$ cat src/rtl/min_sec_timebase.sv
// rtl/min_sec_timebase.sv - 1 Hz timebase with seconds/minutes counters and HourUp carry
//
// Ports:
//   Clk      in   system clock, rising edge
//   Clr      in   asynchronous active-low reset
//   Enable   in   global enable; 0 freezes all counting state
//   Run      in   1 = timekeeping, 0 = set mode
//   SetMin   in   asynchronous push-button, advances MIN in set mode
//   ZeroSec  in   zeroes SEC and the prescaler on the next edge
//   SEC      out  seconds 0-59
//   MIN      out  minutes 0-59
//   HourUp   out  one-cycle pulse on the 59:59 -> 00:00 wrap
//   Tick     out  one-cycle pulse at each prescaler terminal count
//   HalfSec  out  high during the first half of each second (colon blink)

module min_sec_timebase #(
   parameter int TICK_DIV = 50000000,
   parameter int PW       = 26
) (
   input  logic       Clk,
   input  logic       Clr,
   input  logic       Enable,
   input  logic       Run,
   input  logic       SetMin,
   input  logic       ZeroSec,
   output logic [5:0] SEC,
   output logic [5:0] MIN,
   output logic       HourUp,
   output logic       Tick,
   output logic       HalfSec
);

   localparam logic [PW-1:0] TC_VAL   = PW'(TICK_DIV - 1);
   localparam logic [PW-1:0] HALF_VAL = PW'(TICK_DIV / 2);
   localparam logic [PW-1:0] PONE     = PW'(1);
   localparam logic [5:0]    LAST     = 6'd59;

   logic [PW-1:0] presc;
   logic          set_s1;
   logic          set_s2;
   logic          set_prev;
   logic          tc;
   logic          set_edge;

   assign tc       = (presc == TC_VAL);
   assign set_edge = set_s2 & ~set_prev;
   assign HalfSec  = (presc < HALF_VAL);

   // Synchroniser and edge register track the button regardless of Enable/Run,
   // so a press held across a mode change never produces a late edge.
   always_ff @(posedge Clk or negedge Clr) begin
      if (!Clr) begin
         set_s1   <= 1'b0;
         set_s2   <= 1'b0;
         set_prev <= 1'b0;
      end else begin
         set_s1   <= SetMin;
         set_s2   <= set_s1;
         set_prev <= set_s2;
      end
   end

   always_ff @(posedge Clk or negedge Clr) begin
      if (!Clr) begin
         presc  <= '0;
         SEC    <= 6'd0;
         MIN    <= 6'd0;
         HourUp <= 1'b0;
         Tick   <= 1'b0;
      end else if (!Enable) begin
         Tick   <= 1'b0;
         HourUp <= 1'b0;
      end else if (ZeroSec) begin
         // Takes priority over a coincident terminal count and any set edge.
         presc  <= '0;
         SEC    <= 6'd0;
         Tick   <= 1'b0;
         HourUp <= 1'b0;
      end else begin
         Tick   <= tc;
         HourUp <= 1'b0;
         presc  <= tc ? '0 : presc + PONE;
         if (Run) begin
            if (tc) begin
               if (SEC >= LAST) begin
                  SEC <= 6'd0;
                  if (MIN >= LAST) begin
                     MIN    <= 6'd0;
                     HourUp <= 1'b1;
                  end else begin
                     MIN <= MIN + 6'd1;
                  end
               end else begin
                  SEC <= SEC + 6'd1;
               end
            end
         end else if (set_edge) begin
            // Manual minute wrap never carries into the hours counter.
            MIN <= (MIN >= LAST) ? 6'd0 : MIN + 6'd1;
         end
      end
   end

endmodule

$ cat config.mk
export PLATFORM = sky130hd
export DESIGN_NAME = min_sec_timebase
export DESIGN_NICKNAME = d
export VERILOG_FILES = /design/src/rtl/min_sec_timebase.sv
export SDC_FILE = /design/constraint.sdc
export NUM_CORES = 1
export LEC_CHECK = 0
export ABC_CLOCK_PERIOD_IN_PS = 3900
export CAP_MARGIN = 10
export CORE_MARGIN = 5
export CORE_UTILIZATION = 50
export DETAILED_ROUTE_END_ITERATION = 10
export DONT_BUFFER_PORTS = 1
export PLACE_DENSITY = 0.62
export SLEW_MARGIN = 15
export SYNTH_ARGS = -nofsm -noshare
export SYNTH_HDL_FRONTEND = slang
export SYNTH_SLANG_ARGS = --single-unit
$ cat constraint.sdc
create_clock -name Clk -period 3.9 [get_ports Clk]
set_input_delay 0.78 -clock Clk [delete_from_list [all_inputs] [get_ports Clk]]
set_output_delay 0.78 -clock Clk [all_outputs]
set_load 0.005 [all_outputs]
## Yosys cells after proc, flatten, opt, wreduce, memory -nomap -nowiden

Index checks and enable logic that the tools add are counted.

- Register bits after elaboration: 43
- Bits of input ports: 6

- Add/sub/neg operators: 3
- $lt $le $gt $ge: 3
- Eq/ne operators: 3
- Muxes and demuxes: 19
- Bitwise operators: 3
- Reduce and logical (&&, ||, !) cells: 5

Operators by type and width:

| kind | count |
|---|---|
| $mux W6 | 9 |
| $mux W26 | 2 |
| $add A26 B1 Y26 const B | 1 |
| $eq A26 B26 Y1 const B | 1 |
| $lt A26 B25 Y1 const B | 1 |
| $add A6 B1 Y6 const B | 2 |
| $ge A6 B6 Y1 const B | 2 |
| $mux W1 | 8 |
| $reduce_bool A2 Y1 | 3 |
| $reduce_and A5 Y1 | 1 |
| $ne A2 B1 Y1 const B | 2 |
| $reduce_and A3 Y1 | 1 |
| $not A1 Y1 | 2 |
| $and A1 B1 Y1 | 1 |

## Logic depth before layout (Yosys ltp)

Gate-level depths: netlist of the first run.

- Word-level depth: 7
- Mapped depth: 7
- Gate-level depth less buffers: 6

## Least setup slack after synthesis of the first run

OpenSTA, ideal clock, no wires.

- Kind: register to output
- Start: register presc[10]
- End: output HalfSec
- Arrival time: 1.496 ns
- Setup slack: 1.624 ns
- Cell stages (with the launch flop): 5
- Buffers on the path: 0
- Cells stage by stage: dfrtp_1 > or4_4 > o2111ai_1 > a21oi_1 > a221oi_1

- Word-level cells in the longest chain between the ends: 1

RTL lines:

| item | RTL line | source |
|---|---|---|
| from (decl) | 38 | `logic [PW-1:0] presc;` |
| from (signal assigned) | 82 | `presc <= tc ? '0 : presc + PONE;` |
| $lt A26 B25 Y1 | 47 | `assign HalfSec = (presc < HALF_VAL);` |
| to (decl) | 30 | `output logic HalfSec` |

No other way between the ends.

## Worst setup path in the final report of the first run

Same ends and word-level chain as after synthesis.

==> results of run 1 <==
power groups by stage:
| stage | Sequential, µW | Clock [µW] | Combinational, µW |
|---|---|---|---|
| 2_1_floorplan | 503 | 0 | 70.2 |
| 3_3_place_gp | 519 | 0 | 69.0 |
| 3_5_place_dp | 519 | 0 | 70.3 |
| 4_1_cts | 511 | 373 | 70.4 |
| 5_1_grt | 518 | 390 | 82.4 |
| 6_report | 510 | 363 | 70.1 |
synthesized netlist by cell type (2+ instances only):
master,number,area (µm²)
sky130_fd_sc_hd__o21ai_1,2,10.0
sky130_fd_sc_hd__and3_1,6,37.5
sky130_fd_sc_hd__nand2_1,18,67.6
sky130_fd_sc_hd__and4_1,2,17.5
sky130_fd_sc_hd__dfrtp_1,43,1080
sky130_fd_sc_hd__nand3_1,17,85.1
sky130_fd_sc_hd__xnor2_1,5,43.8
sky130_fd_sc_hd__nand2b_1,2,12.5
sky130_fd_sc_hd__o21ai_0,12,60.1
sky130_fd_sc_hd__clkbuf_1,4,15.0
sky130_fd_sc_hd__buf_6,3,33.8
sky130_fd_sc_hd__ha_1,3,37.5
sky130_fd_sc_hd__nor2_1,41,154
sky130_fd_sc_hd__xor2_1,17,149
sky130_fd_sc_hd__nor3_1,2,10.0
sky130_fd_sc_hd__nand4_1,13,81.3
sky130_fd_sc_hd__inv_1,7,26.3
sky130_fd_sc_hd__a41oi_1,2,17.5
sky130_fd_sc_hd__mux2i_1,3,30.0
sky130_fd_sc_hd__o31ai_1,3,22.5
sky130_fd_sc_hd__a21oi_1,3,15.0
sky130_fd_sc_hd__nor4_1,2,12.5
sky130_fd_sc_hd__and2_1,5,31.3
sky130_fd_sc_hd__a31oi_1,2,12.5
sky130_fd_sc_hd__o2111ai_1,3,26.3
critical path: stages, from the launching register on:
cell,delay [ps]
sky130_fd_sc_hd__dfrtp_1,430
sky130_fd_sc_hd__or4_4,570
sky130_fd_sc_hd__o2111ai_1,190
sky130_fd_sc_hd__a21oi_1,100
sky130_fd_sc_hd__a221oi_1,360
per-layer routing:
| layer | GRT usage [%] | vias to the layer above | wire [µm] |
|---|---|---|---|
| met4 | 6.70 | 0 | 72 |
| met2 | 25.4 | 33 | 2080 |
| met3 | 3.70 | 6 | 223 |
| met5 | 0 | - | 0 |
| met1 | 21.3 | 832 | 2180 |
| li1 | - | 859 | - |
layout make-up:
type                            instances  share of cell area [%]
Timing Repair Buffer                    1                   0.310
Clock buffer                            6                    3.41
Sequential cell                        43                    44.4
Tap cell                               52                    2.68
Inverter                                7                    1.08
Clock inverter                          2                    1.45
Multi-Input combinational cell        184                    46.7
logic make-up (layout without fill, tap and decap cells):
kind of cell               after synthesis  in the layout  share of synthesized area (%)
AOI/OAI and AO/OA                       37             37                           11.0
and+or+nand+nor                        119            119                           27.1
adders and majority gates                3              3                           1.64
DFF                                     43             43                           47.0
buffers and inverters                   15             16                           3.50
muxes                                    3              3                           1.31
xor gates and xnor gates                22             22                           8.42
stage by stage:
stage          area [µm²]  cells
2_1_floorplan        2290    242
3_3_place_gp         2310    287
3_5_place_dp         2310    287
4_1_cts              2420    295
5_1_grt              2420    295
6_report             2420    295
worst paths after layout:
| path | from | endpoint | slack, ps |
|---|---|---|---|
| worst max-delay path | presc[10]$_DFFE_PN0P_ | HalfSec | 1190 |
| worst max register to register | presc[10]$_DFFE_PN0P_ | presc[10]$_DFFE_PN0P_ | 1560 |
| worst min register to register | set_s1$_DFF_PN0_ | set_s2$_DFF_PN0_ | 370 |
| min in group Clk | set_s1$_DFF_PN0_ | set_s2$_DFF_PN0_ | 370 |
| max in group asynchronous | Clr | presc[1]$_DFFE_PN0P_ | 3640 |
| worst min-delay path | Clr | SEC[1]$_DFFE_PN0P_ | 170 |
flip-flops by register name (all words and copies together), names as in the netlist:
register	cells
presc	26
MIN	6
SEC	6
HourUp	1
Tick	1
set_prev	1
set_s1	1
set_s2	1
==> results.txt, run 1 <==
- After synthesis, the share of flip-flops with an asynchronous set or reset is 100%.
- Setup violations remaining at the end of the flow were counted as 0.
- Number of unique standard cell types used by synthesis: between 40 and 50
* Routed via count: 1730
- Congestion Overflow GR: 0
- Result of the run: finished clean
* Pin count of the biggest net entering global routing: 44
* TritonCTS clock tree: done
- I/O Pins: 21
* Number of enable-type register cells in the synthesized netlist: 0
- Data on the critical path is required at its endpoint by about 3100 ps.
- Average size of a mapped cell: approximately 9.5 µm²
* Shortest clock period the worst path allows after layout: about 2700 ps
- Global routing used 16.1% of the available tracks.
- Chip width: slightly below 80 µm
- Initial Util: between 50% and 60%
- Number of remaining DRC errors: 0
* Worst min-delay path category: in2async
* Final Hold Fails: 0
- The library cell used most frequently in the layout, excluding fill and tap cells, is sky130_fd_sc_hd__dfrtp_1.
- Via density per instance: 5.86
* Data arrival at the endpoint of the critical path: slightly below 2000 ps
* Period utilization: 69.5%
- For the pin with the worst max-slew slack, the measured transition is ~800 ps.
* Peak fanout along the critical path: 5
- The number of gates resized after CTS was 0.
- LEAKAGE: between 0.001 and 0.0015 µW
- In this run, post-CTS hold repair placed 0 buffers.
- STA classifies the critical path endpoint as a primary output.
- The worst register-to-register path has a depth of 5.
- Proportion of synthesized chip area in sequential cells: a little under half
- Count of clock tree sinks: 43
* Routability Congestion: ~0.82
- Summing internal, switching and leakage power gives around 940 µW.
- Summed over all failing endpoints, the final setup total negative slack is 0 ps.
- CTS built an H-tree with a depth of 2.
- Source-to-sink clock delay at the later pin of the worst-skew pair: 300 ps
* Category of the critical setup timing path: reg2out
- Power per Cell Area: around 390 nW/µm²
- Synthesized netlist cell count: 242
- Fraction of layout instances using a drive strength above 1: around 7.0%
- The internal portion of the total power is 711 µW.
* PnR worst setup slack: between 1000 and 1500 ps
* Peak ir drop on the vdd network: about 180 µV
- At the placement stage, the worst setup path has a slack of roughly 1500 ps.
- Dividing the detail-routed wire length by the instance count gives about 15 µm.
* Area growth from synthesis to layout: 5.96%
- Number of violations of the max-capacitance limit: 0
* Max Freq: 0.369 GHz
- Filler Cell Count: just over 400
* Ys flop type: sky130_fd_sc_hd__dfrtp_1
* Vertical extent of the die: approximately 78 µm
- Total Die Area: roughly 6000 µm²
- The count of final max-slew check failures came to 0.
- The first routing iteration left 65 violations.
- Antenna violation net count after detailed routing: 0
- Final net count: 251
* Sequential cell area: ~1100 µm²
- In this run, synthesis produced a sequential element count of 43.
* Clock transition at the register clock pins on the worst setup and hold paths after CTS: approximately 90 ps
- Setup repair after global routing left no endpoint under its margin.
* Bufs on Longest Clock Path: 2
* Root buffer selected by CTS: sky130_fd_sc_hd__clkbuf_8
* Initial antenna violation count: 0
- Standard-cell rows: 24
- The number of nets handed over by synthesis was around 250.
- Part of the total power dissipated in sequential elements: 54.1%
- Post CTS Setup Buffer Count: 0
- Number of global-route vias before repair: 1693
- Kind of start point of the critical path: register
- Leading cell types in the layout, fill and taps excluded: sky130_fd_sc_hd__dfrtp_1, sky130_fd_sc_hd__nor2_1, sky130_fd_sc_hd__nand2_1
* Area of the multi-input gates: 1130 µm²
* Relative contribution of combinational cells to total power: roughly 7.4%
- Tightest hold margin: approximately 170 ps
* Utilization after layout: a little under three fifths
* Total standard cell area after synthesis: roughly 2300 µm²
* Warnings from Yosys: 0
- Proportion of total power due to net switching: 24.6%
- The core region is between 4000 and 5000 µm².
- Detail Placement HPWL: roughly 3100 µm
- Final antenna diode count: 0
- The first detailed-routing pass took 4 iterations.
- The clock network is responsible for 38.5% of the overall power.
* Remaining max-slew budget at the tightest pin: 46.3%
* Net Sw Power: 232 µW
- In this run, CTS created clock tree buffers numbering 5.
* Count of input and output buffers: 0
- On the final layout, the worst clock skew is 11.8 ps.
- First-pass GRT wire length: roughly 8000 µm
- Drt total wl: 4550 µm
(Power assumes the default switching activity.)
==> inputs of run 2 (changes only) <==
--- a/config.mk
+++ b/config.mk
@@ -5,7 +5,7 @@
 export SDC_FILE = /design/constraint.sdc
 export NUM_CORES = 1
 export LEC_CHECK = 0
-export ABC_CLOCK_PERIOD_IN_PS = 3900
+export ABC_CLOCK_PERIOD_IN_PS = 2630
 export CAP_MARGIN = 10
 export CORE_MARGIN = 5
 export CORE_UTILIZATION = 50
==> constraint.sdc (replaced) <==
create_clock -name Clk -period 2.63 [get_ports Clk]
set_input_delay 0.526 -clock Clk [delete_from_list [all_inputs] [get_ports Clk]]
set_output_delay 0.526 -clock Clk [all_outputs]
set_load 0.005 [all_outputs]
==> results.txt, run 2 (synthesized netlist as in run 1, its figures left out) <==
- The flow ran to the end, and the final reports show no timing, DRC or antenna violations.
* Source-to-sink clock delay at the later pin of the worst-skew pair: about 300 ps
* TritonCTS clock tree: done
* Number of flip-flops in the largest register: 26
- Of the cells placed in the final design, the portion with a size suffix greater than 1 is under 10%.
* Leading cell types in the layout, fill and taps excluded: sky130_fd_sc_hd__dfrtp_1, sky130_fd_sc_hd__nor2_1, sky130_fd_sc_hd__nand2_1
- Port buffering added 0 buffers.
- Period utilization: between 90% and 100%
* Number of remaining DRC errors: 0
- Counting tap cells, the placed design contains a total of around 290 instances.
* Endpoint class of the critical path: primary output
* Data arrival at the endpoint of the critical path: 1950 ps
* Power per Cell Area: 534 nW/µm²
- Routability Congestion: between 0.8 and 0.9
- Peak ir drop on the vdd network: around 270 µV
* RSZ-0062 raised after global routing: no
* Initial DRC Count: approximately 70
- The routed design could run at a clock period as short as 2480 ps.
- The path class of the tightest hold or removal check is in2async.
- The initialized floorplan defines 24 standard-cell rows.
- Number of iterations in the first detailed-routing pass: 4
- Area growth from synthesis to layout: 5.74%
- Total Die Area: 6030 µm²
* First-pass GRT wire length: 8310 µm
- LEAKAGE: roughly 0.0010 µW
- Overall power consumption after layout is estimated at around 1300 µW.
* List of cells traversed by the critical path: or4_4 -> o2111ai_1 -> a21oi_1 -> a221oi_1
- The final hold violation count came to 0.
- Worst-case setup slack after placement: about 340 ps
- Most frequent standard cell in the layout excluding fill and tap cells: sky130_fd_sc_hd__dfrtp_1
- At the pin with the least slew margin, the transition time is around 650 ps.
- In the final design database the tool counted 253 nets.
- Cell with the largest stage delay on the worst path: sky130_fd_sc_hd__or4_4
- In this run, CTS created clock tree buffers numbering 5.
- Routed via count: between 1500 and 2000
- The clock passes through at most 2 buffers.
- Via density per instance: just under 6
- The wire-length estimate of the detail-placed layout is between 3000 and 4000 µm.
- Aggregate global-route resource usage: between 10% and 20%
- Setup Total Neg Slack: 0 ps
- Number of violations of the max-capacitance limit: 0
- Number of endpoints failing setup at the final stage: 0
- Drt total wl: around 4700 µm
- STA puts the critical path data required time at 2100 ps.
* Initial Util: a little over half
* Antenna violation net count after detailed routing: 0
- Final antenna diode count: 0
- Total core area: 4380 µm²
- Based on the critical path, the design can be clocked at up to between 0.4 and 0.5 GHz.
- Pin count of the biggest net entering global routing: 44
- Maximum cell stage delay along the critical path: roughly 580 ps
* Peak fanout along the critical path: 5
* Congestion Overflow GR: 0
* Clock transition at the register clock pins on the worst setup and hold paths after CTS: 90 ps
- After filler insertion, the fill cell instance count of the layout stands at about 420.
- Category of the critical setup timing path: reg2out
- Initial antenna violation count: 0
- In the final layout, the registers with the most flip-flops are presc (26), MIN (6), SEC (6).
* I/O Pins: 21
- Remaining max-slew budget at the tightest pin: ~57%
- Counting flops per register, the top entry is presc.
- For this design, the sink count on the clock tree is between 40 and 50.
- Root buffer selected by CTS: sky130_fd_sc_hd__clkbuf_8
- Final setup skew: roughly 12 ps
* Kind of start point of the critical path: register
- The via count of the first global-routing pass is between 1500 and 2000.
* Chip width: between 70 and 80 µm
* Final routed wire length divided by cell count: around 16 µm
- PnR worst setup slack: 151 ps
* Number of levels the H-tree was split into: 2
- Final Max Slew Viols: 0
- Final Instance Count excl. Fillers: ~300
- Measured along the y axis, the die boundary spans between 70 and 80 µm.
[run 2: worst paths after layout]
path	from	to	slack (ps)	cells after the start
setup / recovery	presc[10]$_DFFE_PN0P_	HalfSec	150	4
hold / removal	Clr	presc[21]$_DFFE_PN0P_	70	1
setup reg to reg	presc[10]$_DFFE_PN0P_	presc[10]$_DFFE_PN0P_	330	5
hold reg to reg	set_s1$_DFF_PN0_	set_s2$_DFF_PN0_	370	0
max in group asynchronous	Clr	presc[10]$_DFFE_PN0P_	2350	1
min in group Clk	SetMin	set_s1$_DFF_PN0_	250	0
[run 2: stage by stage]
step                      utilization (%)  hold WS (ps)  instance area, µm²
final                                55.2          65.4                2420
after global routing                 55.2          71.2                2420
after CTS                            55.2          63.4                2420
after detailed placement             52.8           231                2310
after global placement               52.8           232                2310
after floorplan                         -           230                2290
[run 2: final cells by class]
type / count / area, µm² / area share [%]
multi-input combinational: 184 / 1130 / 46.8
sequential: 43 / 1080 / 44.5
clock buffer: 6 / 72.6 / 3.00
tap: 52 / 65.1 / 2.69
timing repair buffer: 3 / 35.0 / 1.45
inverter: 7 / 26.3 / 1.09
clock inverter: 2 / 12.5 / 0.517
[run 2: per-layer routing]
layer	track usage (%)	part of all wire, %	vias to the layer above
met3	4.86	5.2	8
met4	7.22	1.8	0
met2	26.7	47	40
li1	-	-	868
met1	21.6	46	814
met5	0	0	-
[run 2: what timing repair did]
item | in CTS | in global routing
endpoints found under the hold margin | 43 | 0
gates resized for setup | 0 | 0
hold buffers | 1 | 0
setup buffers | 0 | 0
[run 2: power by group]
part           leakage, µW  switching, µW  internal, µW
sequential        0.000579           58.8           697
clock            0.0000412            230           186
combinational     0.000407           66.1          54.2
total              0.00103            355           937
[run 2: critical path: cells and delay by family, from the launching register on]
family	cells	cell delay, ps
AO/OA/AOI/OAI	3	650
AND/OR/NAND/NOR	1	580
flip-flops	1	440
==> inputs of run 3 (changes only) <==
--- a/config.mk
+++ b/config.mk
@@ -7,11 +7,13 @@
 export LEC_CHECK = 0
 export ABC_CLOCK_PERIOD_IN_PS = 2630
 export CAP_MARGIN = 10
+export CELL_PAD_IN_SITES_DETAIL_PLACEMENT = 1
+export CELL_PAD_IN_SITES_GLOBAL_PLACEMENT = 1
 export CORE_MARGIN = 5
-export CORE_UTILIZATION = 50
+export CORE_UTILIZATION = 48
 export DETAILED_ROUTE_END_ITERATION = 10
 export DONT_BUFFER_PORTS = 1
-export PLACE_DENSITY = 0.62
+export PLACE_DENSITY = 0.75
 export SLEW_MARGIN = 15
 export SYNTH_ARGS = -nofsm -noshare
 export SYNTH_HDL_FRONTEND = slang
==> results.txt, run 3 (synthesized netlist as in run 1, its figures left out) <==
- The placed instances occupy a cell area of 2320 µm².
* Shortest clock period the worst path allows after layout: roughly 2400 ps
* Count of input and output buffers: 0
* Standard-cell rows: 25
- Most frequent standard cell in the layout excluding fill and tap cells: sky130_fd_sc_hd__dfrtp_1
- Largest registers: presc (26), MIN (6), SEC (6)
* Number of global-route vias before repair: between 1500 and 2000
* CP Data Required Time: about 2100 ps
- The floorplan step defined a die boundary enclosing between 6000 and 7000 µm².
* Kind of start point of the critical path: register
* Leading cell types in the layout, fill and taps excluded: sky130_fd_sc_hd__dfrtp_1, sky130_fd_sc_hd__nor2_1, sky130_fd_sc_hd__nand2_1
- LEAKAGE: around 0.0010 µW
- Remaining max-slew budget at the tightest pin: a little under three fifths
* RSZ-0062 raised after global routing: no
- Vertical extent of the die: ~80 µm
- Via density per instance: approximately 6
- The H-tree generated during clock tree synthesis spans 2 levels.
- From left edge to right edge, the die measures 79.0 µm.
* Setup Total Neg Slack: 0 ps
- Reg-to-reg setup timing slack: between 200 and 300 ps
- The count of nets left with antenna violations once routing finished came out at 0.
* Final Hold Fails: 0
* Register containing the most flip-flops in the final layout: presc
- At the end of the flow, the number of nets in the layout was roughly 250.
- The register with the most flip-flops in the layout has 26 of them.
* Category of the critical setup timing path: reg2out
- Global routing used around a fifth of the available tracks across all layers.
* Count of clock tree sinks: 43
* Pin count of the biggest net entering global routing: 44
* Number of remaining DRC errors: 0
- Relative to the synthesized area, the layout overhead comes to 6.46%.
* Initial antenna violation count: 0
* Peak ir drop on the vdd network: a little over 200 µV
* Initial Util: approximately 49%
* TritonCTS clock tree: done
- Bufs on Longest Clock Path: 2
- After clock tree synthesis, the clock-pin slew on the worst setup and hold paths is 90 ps.
- Max Freq: ~0.41 GHz
* Routed via count: between 1500 and 2000
- PnR worst setup slack: about 210 ps
- Utilization after layout: ~52%
- The slowest stage of the critical path belongs to the cell sky130_fd_sc_hd__or4_4.
- Data arrival at the endpoint of the critical path: ~1900 ps
- Tightest hold margin: between 40 and 50 ps
- 0 antenna diodes ended up in the layout.
- Maximum cell stage delay along the critical path: 580 ps
* Peak fanout along the critical path: 5
* Final setup skew: around 8.5 ps
- Fraction of layout instances using a drive strength above 1: 7.76%
- The worst setup path is captured at a primary output.
- The number of clock buffers added by TritonCTS is 5.
* Period utilization: between 90% and 100%
* Final routed wire length divided by cell count: 17.6 µm
- Traced cell by cell, the critical path runs through or4_4 -> o2111ai_1 -> a21oi_1 -> a221oi_2.
* First-pass GRT wire length: 9020 µm
* Result of the run: finished clean
- Setup violations remaining at the end of the flow were counted as 0.
- Counting cells, the worst reg-to-reg path comes to 5.
- For this block, the routed nets add up to around 5300 µm of wire.
* Worst-Margin Slew: ~670 ps
- Initial DRC Count: 58
- For the worst-skew pair, the clock arrives at the later sink with an insertion delay of about 300 ps.
* Power per Cell Area: around 530 nW/µm²
- Summing all flip-flop and latch instances after layout gives ~1100 µm².
- Detail Placement HPWL: about 3700 µm
* I/O Pins: 21
- The count of final max-slew check failures came to 0.
- For this run, the detailed router's first-pass iteration total came to 4.
* Worst-case setup slack after placement: approximately 320 ps
* Root buffer selected by CTS: sky130_fd_sc_hd__clkbuf_8
- Routability-driven placement finished with a final weighted congestion of slightly below 0.8.
- In this run the worst hold path is classified as in2async.
- Summed over all layers, the global routing overflow is 0.
* Area of the multi-input gates: between 1000 and 1500 µm²
- After filler insertion, the fill cell instance count of the layout stands at around 550.
- The region available for standard cell placement spans about 4700 µm².
- Cell area after layout: 2430 µm²
- The tool flagged a number of max-cap violations equal to 0.
## run 3: cell counts in the layout (fill, tap and decap cells not counted)
No cell type changed its count.
## run 3: final timing paths
path	start	endpoint
max in group asynchronous	Clr	SEC[0]$_DFFE_PN0P_
min	Clr	presc[5]$_DFFE_PN0P_
max	presc[10]$_DFFE_PN0P_	HalfSec
min reg2reg	set_s1$_DFF_PN0_	set_s2$_DFF_PN0_
max reg2reg	presc[10]$_DFFE_PN0P_	presc[10]$_DFFE_PN0P_
min in group Clk	SetMin	set_s1$_DFF_PN0_
## run 3: repair_timing
action	4_1_cts	5_1_grt
setup endpoints to repair	0	1
gates resized for setup	0	1
hold buffers	1	0
buffers inserted	0	0
hold endpoints to repair	43	0
## run 3: through the flow
step	instances	power, µW
final	299	1300
after detailed placement	290	879
after floorplan	242	850
after global placement	290	873
after CTS	299	1320
after global routing	299	1370
## run 3: layout make-up
cell class	instances	area share [%]
Sequential cell	43	44.2
Clock inverter	2	0.514
Multi-Input combinational cell	184	46.7
Inverter	7	1.08
Tap cell	54	2.77
Clock buffer	6	2.98
Timing Repair Buffer	3	1.75
## run 3: per-layer routing
metal	up-vias	GRT usage [%]	wire [µm]
met5	-	0	0
met4	0	7.73	87
met3	5	4.76	226
met2	26	31.4	2600
met1	898	22.9	2350
li1	860	-	-
## run 3: worst max-delay path, delay by kind of cell, from the launching register on
| family | cells | cell delay, ps |
|---|---|---|
| simple gates | 1 | 580 |
| compound gates | 3 | 570 |
| flops | 1 | 440 |
## run 3: power by group
part / internal, µW / switching (µW) / leakage [µW]
Sequential: 697 / 61.6 / 0.000579
Combinational: 55.1 / 67.7 / 0.000413
Clock: 186 / 236 / 0.0000412
